$ cat src/rtl/mem_port_arbiter_pkg.sv
// Shared definitions for the two-master data RAM arbiter.
// Optional build macro: MEM_ARB_STATS_EN (per-requester grant counters).
package mem_port_arbiter_pkg;

    localparam int unsigned STATE_W = 2;
    localparam int unsigned CNT_W   = 16;

    typedef enum logic [STATE_W-1:0] {
        ST_IDLE   = 2'd0,
        ST_ACCESS = 2'd1,
        ST_RESP   = 2'd2
    } state_t;

    localparam logic REQ_M0 = 1'b0;
    localparam logic REQ_M1 = 1'b1;

    localparam logic [CNT_W-1:0] CNT_MAX = {CNT_W{1'b1}};

endpackage

$ cat src/rtl/mem_port_arbiter_rr_pick2.sv
// Combinational two-way round-robin selector; prio names the winner on a tie.
module rr_pick2
    import mem_port_arbiter_pkg::*;
(
    input  logic [1:0] req,
    input  logic       prio,
    output logic       any,
    output logic       winner
);

    // Lone requester wins outright; on a tie the priority pointer decides.
    always_comb begin
        any    = |req;
        winner = REQ_M0;
        if (req == 2'b11) begin
            winner = prio;
        end else if (req[1]) begin
            winner = REQ_M1;
        end
    end

endmodule

$ cat src/rtl/mem_port_arbiter.sv
// Shares the single-port data RAM between requester m0 (CPU) and m1.
// Optional build macro: MEM_ARB_STATS_EN adds saturating 16-bit grant counters.
module mem_port_arbiter
    import mem_port_arbiter_pkg::*;
#(
    parameter int unsigned ADDR_W   = 32,
    parameter int unsigned DATA_W   = 32,
    parameter bit          M0_FIRST = 1'b1
) (
    input  logic              clk,
    input  logic              reset,
    input  logic              m0_req,
    input  logic              m0_wr,
    input  logic [ADDR_W-1:0] m0_addr,
    input  logic [DATA_W-1:0] m0_wdata,
    output logic              m0_gnt,
    output logic              m0_rvalid,
    output logic [DATA_W-1:0] m0_rdata,
    input  logic              m1_req,
    input  logic              m1_wr,
    input  logic [ADDR_W-1:0] m1_addr,
    input  logic [DATA_W-1:0] m1_wdata,
    output logic              m1_gnt,
    output logic              m1_rvalid,
    output logic [DATA_W-1:0] m1_rdata,
    output logic              ram_wr_sig,
    output logic [ADDR_W-1:0] ram_addr,
    output logic [DATA_W-1:0] ram_wr_data,
    input  logic [DATA_W-1:0] ram_rd_data,
`ifdef MEM_ARB_STATS_EN
    output logic [CNT_W-1:0]  m0_grant_cnt,
    output logic [CNT_W-1:0]  m1_grant_cnt,
`endif
    output logic              busy
);

    localparam logic PRIO_RST = M0_FIRST ? REQ_M0 : REQ_M1;

    state_t            r_state, w_state_nxt;
    logic              r_wr, w_wr_nxt;
    logic              r_idx, w_idx_nxt;
    logic              r_prio, w_prio_nxt;
    logic              r_m0_gnt, w_m0_gnt_nxt;
    logic              r_m1_gnt, w_m1_gnt_nxt;
    logic              r_m0_rvalid, w_m0_rvalid_nxt;
    logic              r_m1_rvalid, w_m1_rvalid_nxt;
    logic [DATA_W-1:0] r_m0_rdata, w_m0_rdata_nxt;
    logic [DATA_W-1:0] r_m1_rdata, w_m1_rdata_nxt;
    logic              r_ram_wr, w_ram_wr_nxt;
    logic [ADDR_W-1:0] r_ram_addr, w_ram_addr_nxt;
    logic [DATA_W-1:0] r_ram_wdata, w_ram_wdata_nxt;
    logic              w_any;
    logic              w_winner;

    rr_pick2 u_pick (
        .req    ({m1_req, m0_req}),
        .prio   (r_prio),
        .any    (w_any),
        .winner (w_winner)
    );

    // Next-state and next-output logic; strobes default low, payload holds.
    always_comb begin
        w_state_nxt     = r_state;
        w_wr_nxt        = r_wr;
        w_idx_nxt       = r_idx;
        w_prio_nxt      = r_prio;
        w_m0_gnt_nxt    = 1'b0;
        w_m1_gnt_nxt    = 1'b0;
        w_m0_rvalid_nxt = 1'b0;
        w_m1_rvalid_nxt = 1'b0;
        w_m0_rdata_nxt  = r_m0_rdata;
        w_m1_rdata_nxt  = r_m1_rdata;
        w_ram_wr_nxt    = 1'b0;
        w_ram_addr_nxt  = r_ram_addr;
        w_ram_wdata_nxt = r_ram_wdata;
        case (r_state)
            ST_IDLE: begin
                if (w_any) begin
                    w_state_nxt     = ST_ACCESS;
                    w_idx_nxt       = w_winner;
                    w_wr_nxt        = (w_winner == REQ_M1) ? m1_wr    : m0_wr;
                    w_ram_addr_nxt  = (w_winner == REQ_M1) ? m1_addr  : m0_addr;
                    w_ram_wdata_nxt = (w_winner == REQ_M1) ? m1_wdata : m0_wdata;
                    w_ram_wr_nxt    = w_wr_nxt;
                    w_m0_gnt_nxt    = (w_winner == REQ_M0);
                    w_m1_gnt_nxt    = (w_winner == REQ_M1);
                end
            end
            ST_ACCESS: begin
                w_prio_nxt  = ~r_idx;
                w_state_nxt = r_wr ? ST_IDLE : ST_RESP;
            end
            ST_RESP: begin
                w_state_nxt = ST_IDLE;
                if (r_idx == REQ_M0) begin
                    w_m0_rdata_nxt  = ram_rd_data;
                    w_m0_rvalid_nxt = 1'b1;
                end else begin
                    w_m1_rdata_nxt  = ram_rd_data;
                    w_m1_rvalid_nxt = 1'b1;
                end
            end
            default: w_state_nxt = ST_IDLE;
        endcase
    end

    // State and registered outputs; reset abandons any in-flight access.
    always_ff @(posedge clk) begin
        if (reset) begin
            r_state     <= ST_IDLE;
            r_wr        <= 1'b0;
            r_idx       <= REQ_M0;
            r_prio      <= PRIO_RST;
            r_m0_gnt    <= 1'b0;
            r_m1_gnt    <= 1'b0;
            r_m0_rvalid <= 1'b0;
            r_m1_rvalid <= 1'b0;
            r_m0_rdata  <= '0;
            r_m1_rdata  <= '0;
            r_ram_wr    <= 1'b0;
            r_ram_addr  <= '0;
            r_ram_wdata <= '0;
        end else begin
            r_state     <= w_state_nxt;
            r_wr        <= w_wr_nxt;
            r_idx       <= w_idx_nxt;
            r_prio      <= w_prio_nxt;
            r_m0_gnt    <= w_m0_gnt_nxt;
            r_m1_gnt    <= w_m1_gnt_nxt;
            r_m0_rvalid <= w_m0_rvalid_nxt;
            r_m1_rvalid <= w_m1_rvalid_nxt;
            r_m0_rdata  <= w_m0_rdata_nxt;
            r_m1_rdata  <= w_m1_rdata_nxt;
            r_ram_wr    <= w_ram_wr_nxt;
            r_ram_addr  <= w_ram_addr_nxt;
            r_ram_wdata <= w_ram_wdata_nxt;
        end
    end

`ifdef MEM_ARB_STATS_EN
    logic [CNT_W-1:0] r_m0_cnt, r_m1_cnt;

    // Saturating grant counters, bumped once per gnt pulse.
    always_ff @(posedge clk) begin
        if (reset) begin
            r_m0_cnt <= '0;
            r_m1_cnt <= '0;
        end else begin
            if (r_m0_gnt && (r_m0_cnt != CNT_MAX)) r_m0_cnt <= r_m0_cnt + CNT_W'(1);
            if (r_m1_gnt && (r_m1_cnt != CNT_MAX)) r_m1_cnt <= r_m1_cnt + CNT_W'(1);
        end
    end

    assign m0_grant_cnt = r_m0_cnt;
    assign m1_grant_cnt = r_m1_cnt;
`endif

    assign m0_gnt      = r_m0_gnt;
    assign m1_gnt      = r_m1_gnt;
    assign m0_rvalid   = r_m0_rvalid;
    assign m1_rvalid   = r_m1_rvalid;
    assign m0_rdata    = r_m0_rdata;
    assign m1_rdata    = r_m1_rdata;
    assign ram_wr_sig  = r_ram_wr;
    assign ram_addr    = r_ram_addr;
    assign ram_wr_data = r_ram_wdata;
    assign busy        = (r_state != ST_IDLE);

endmodule

$ cat config.mk
export PLATFORM = sky130hd
export DESIGN_NAME = mem_port_arbiter
export DESIGN_NICKNAME = d
export VERILOG_FILES = /design/src/rtl/mem_port_arbiter_pkg.sv /design/src/rtl/mem_port_arbiter_rr_pick2.sv /design/src/rtl/mem_port_arbiter.sv
export SDC_FILE = /design/constraint.sdc
export NUM_CORES = 1
export LEC_CHECK = 0
export CORE_MARGIN = 2
export CORE_UTILIZATION = 41
export CTS_BUF_LIST = sky130_fd_sc_hd__clkbuf_8
export CTS_CLUSTER_SIZE = 24
export DETAILED_ROUTE_END_ITERATION = 7
export HOLD_SLACK_MARGIN = 0.15
export PLACE_DENSITY_LB_ADDON = 0.12
export SLEW_MARGIN = 20
export SYNTH_ARGS = -nofsm -noshare
export SYNTH_HDL_FRONTEND = slang
export SYNTH_SLANG_ARGS = --single-unit
$ cat constraint.sdc
create_clock -name clk -period 2 [get_ports clk]
set_input_delay 0.6 -clock clk [delete_from_list [all_inputs] [get_ports clk]]
set_output_delay 0.6 -clock clk [all_outputs]
set_load 0.02 [all_outputs]
==> results by group <==
Setup path
  – Critical Path Start: m1_rvalid$_SDFF_PP0_
  – Critical path cell sequence: clkdlybuf4s50_1
  – CP Max Fanout: 1
  – Worst setup SP type: register
  – Max stage delay on crit path: 610 ps
  – CP Data Arrival Time: 1350 ps
  – Crit Path Class: reg2out
  – CP Capture Type: primary output
  – CP delay by family, top: buffers and inverters
  – Worst r2r src: r_state[1]$_SDFFE_PP0P_
  – Buf+Inv Stages, Crit Path: 1
  – Worst EP required: 1400 ps
  – Slowest-stage cell, CP: clkdlybuf4s50_1

Drt
  – DRT Pass-1 Iters: 5
  – Initial DRC count: 501
  – Vias/cell: 5.51
  – Post-Route WL: 20400 um
  – Via count: 6384
  – DR WL/cell: roughly 18 um
  – Remaining DRCs: 0
  – Final ANT Viol Nets: 0

Floorplanning
  – Height of the die: 124 um
  – Std-Cell Rows: 43
  – Num ports: 300
  – DIE WIDTH: roughly 120 um
  – Die Area: 15500 sq um
  – Initial core utilization: 42.4%
  – Core region area: 14000 sq um

Power and ir drop
  – Total Power: approximately 7.6 mW
  – Peak VDD IR: 0.406 mV
  – Power Density: 800 nW/um^2
  – LEAKAGE: 3.88 nW

Yosys
  – Syn Std Cell Area: 5930 sq um
  – Cell variety after synth: 27
  – Register area share after synthesis: 46.6%
  – Synth area leaders: dfxtp_1, a21oi_1, a311oi_2, nand2_1, nand3_1
  – Top-count cell post-synth: dfxtp_1
  – Syn Inst Count: 695
  – Synth area leader: dfxtp_1
  – Post-synth EDFFs: 0
  – Primary flip-flop cell chosen by synthesis mapping: dfxtp_1
  – Share of flip-flops with an asynchronous set or reset: 0%
  – Synth top area share: roughly 47%
  – Yosys warning count: 0
  – Flop and latch count out of synthesis: 138
  – Syn avg cell area: 8.54 sq um
  – Commonest cells post-synth: dfxtp_1, a21oi_1, nand2_1
  – Syn nets: 861

Timing
  – Setup TNS: 0 ps
  – RSZ-0062 raised after global routing: false
  – Worst setup margin: 48.3 ps
  – Final Cycle Share: 97.6%
  – Crit path time final: 1950 ps
  – Final max-slew violation count: 0
  – Slew headroom: between 50 and 60%
  – Setup violators final: 0
  – Max Fclk: 0.512 GHz
  – Worst-Margin Slew: 732 ps
  – Clock skew: 9.00 ps
  – Hold Fails Final Rpt: 0

Clock tree
  – Num CTS Buffers: 17
  – Clock tree buffer depth: 2
  – Skew-Pair Late Insertion Delay: 440 ps
  – Root buf cell: clkbuf_8
  – CTS tree: built
  – Sink Count: 138
  – CTS Hold Bufs: 0
  – Clock transition at the registers of the reported paths: 80 ps
  – CTS H-Tree Depth: 4

Global route
  – Wire length of the first global-routing pass: 32200 um
  – Pin count of the biggest net entering global routing: 68
  – Gr usage total: 25.5%
  – Remaining Overflow, GRT: 0
  – Vias in the first global route: 6322
  – Antenna violations before repair: 0

Cells and area
  – Reg area: roughly 2800 sq um
  – Nets: roughly 1100
  – Fraction of layout instances using a drive strength above 1: about an eighth
  – Fillers: roughly 1100
  – ANT cells: 0
  – Finished Core Util: 67.6%
  – Post-route cell area: 9450 sq um
  – Layout area overhead: 59.3%
  – Multi-input logic area: ~2800 sq um

Placed design
  – DP Worst Slack: -73.0 ps
  – IO Port Bufs: 299
  – DP Wirelength: around 14000 um
  – DP Area: 9090 sq um
  – GP Congestion: 0.842

Flow run
  – Max Cap Violations: 0

Worst hold path
  – Hold Path Origin: r_wr$_SDFFE_PP0P_
  – Hold/Removal Path Class: reg2reg

Run status
  – Outcome: finished clean
==> cell type report <==
type,instances,area share (%)
Timing Repair Buffer,330,33.8
Multi-Input combinational cell,476,29.3
Sequential cell,138,29.2
Clock buffer,20,2.91
Tap cell,180,2.38
Clock inverter,12,2.30
Inverter,2,0.0794
==> cell families after synthesis <==
group	after synthesis	share of synthesized area, %
flops	138	46.6
simple gates	212	15.6
buf+inv	81	7.08
compound gates	264	30.7
==> cell usage in the layout (no fill, tap or decap), drive strengths merged, types with 20 or more instances in the layout <==
master	count
clkdlybuf4s50	164
dfxtp	138
nand3	66
dlygate4sd2	125
a311oi	65
a21oi	130
buf	33
o21ai	66
nand2	129
clkbuf	20
==> what timing repair did <==
action                                  CTS  global route
gates resized for setup                 128             8
endpoints found under the setup margin  126             8
setup buffers                             0             0
==> metal layers <==
layer  vias to the layer above  global-route usage, %  share of wire [%]
met5                         -                      0                  0
met4                         0                   12.3                3.8
met3                        59                   6.83                7.8
met2                       326                   42.7                 48
met1                      2961                   30.2                 40
li1                       3038                      -                  -
==> power by group <==
| group | internal, mW | switching (mW) |
|---|---|---|
| registers | 2.95 | 0.109 |
| clock network | 1.70 | 1.05 |
| logic | 0.800 | 0.953 |
| total | 5.45 | 2.11 |
==> final timing paths <==
path                        endpoint  slack [ps]  cells past startpoint
max                        m1_rvalid          50                      1
min          r_state[1]$_SDFFE_PP0P_         430                      1
max reg2reg        m0_gnt$_SDFF_PP0_         350                      4
min reg2reg  r_state[1]$_SDFFE_PP0P_         430                      1
==> sequential cells by signal, summed over array words and instances, names as in the netlist, 2 cells and up <==
| register | flops |
|---|---|
| ram_wr_data | 32 |
| m1_rdata | 32 |
| r_state | 2 |
| m0_rdata | 32 |
| ram_addr | 32 |
==> per-stage QoR <==
stage	hold WS [ps]	cells
2_1_floorplan	399	695
3_3_place_gp	423	1126
3_5_place_dp	419	1126
4_1_cts	433	1158
5_1_grt	464	1158
6_report	428	1158
Power figures use the tool's default switching activity.
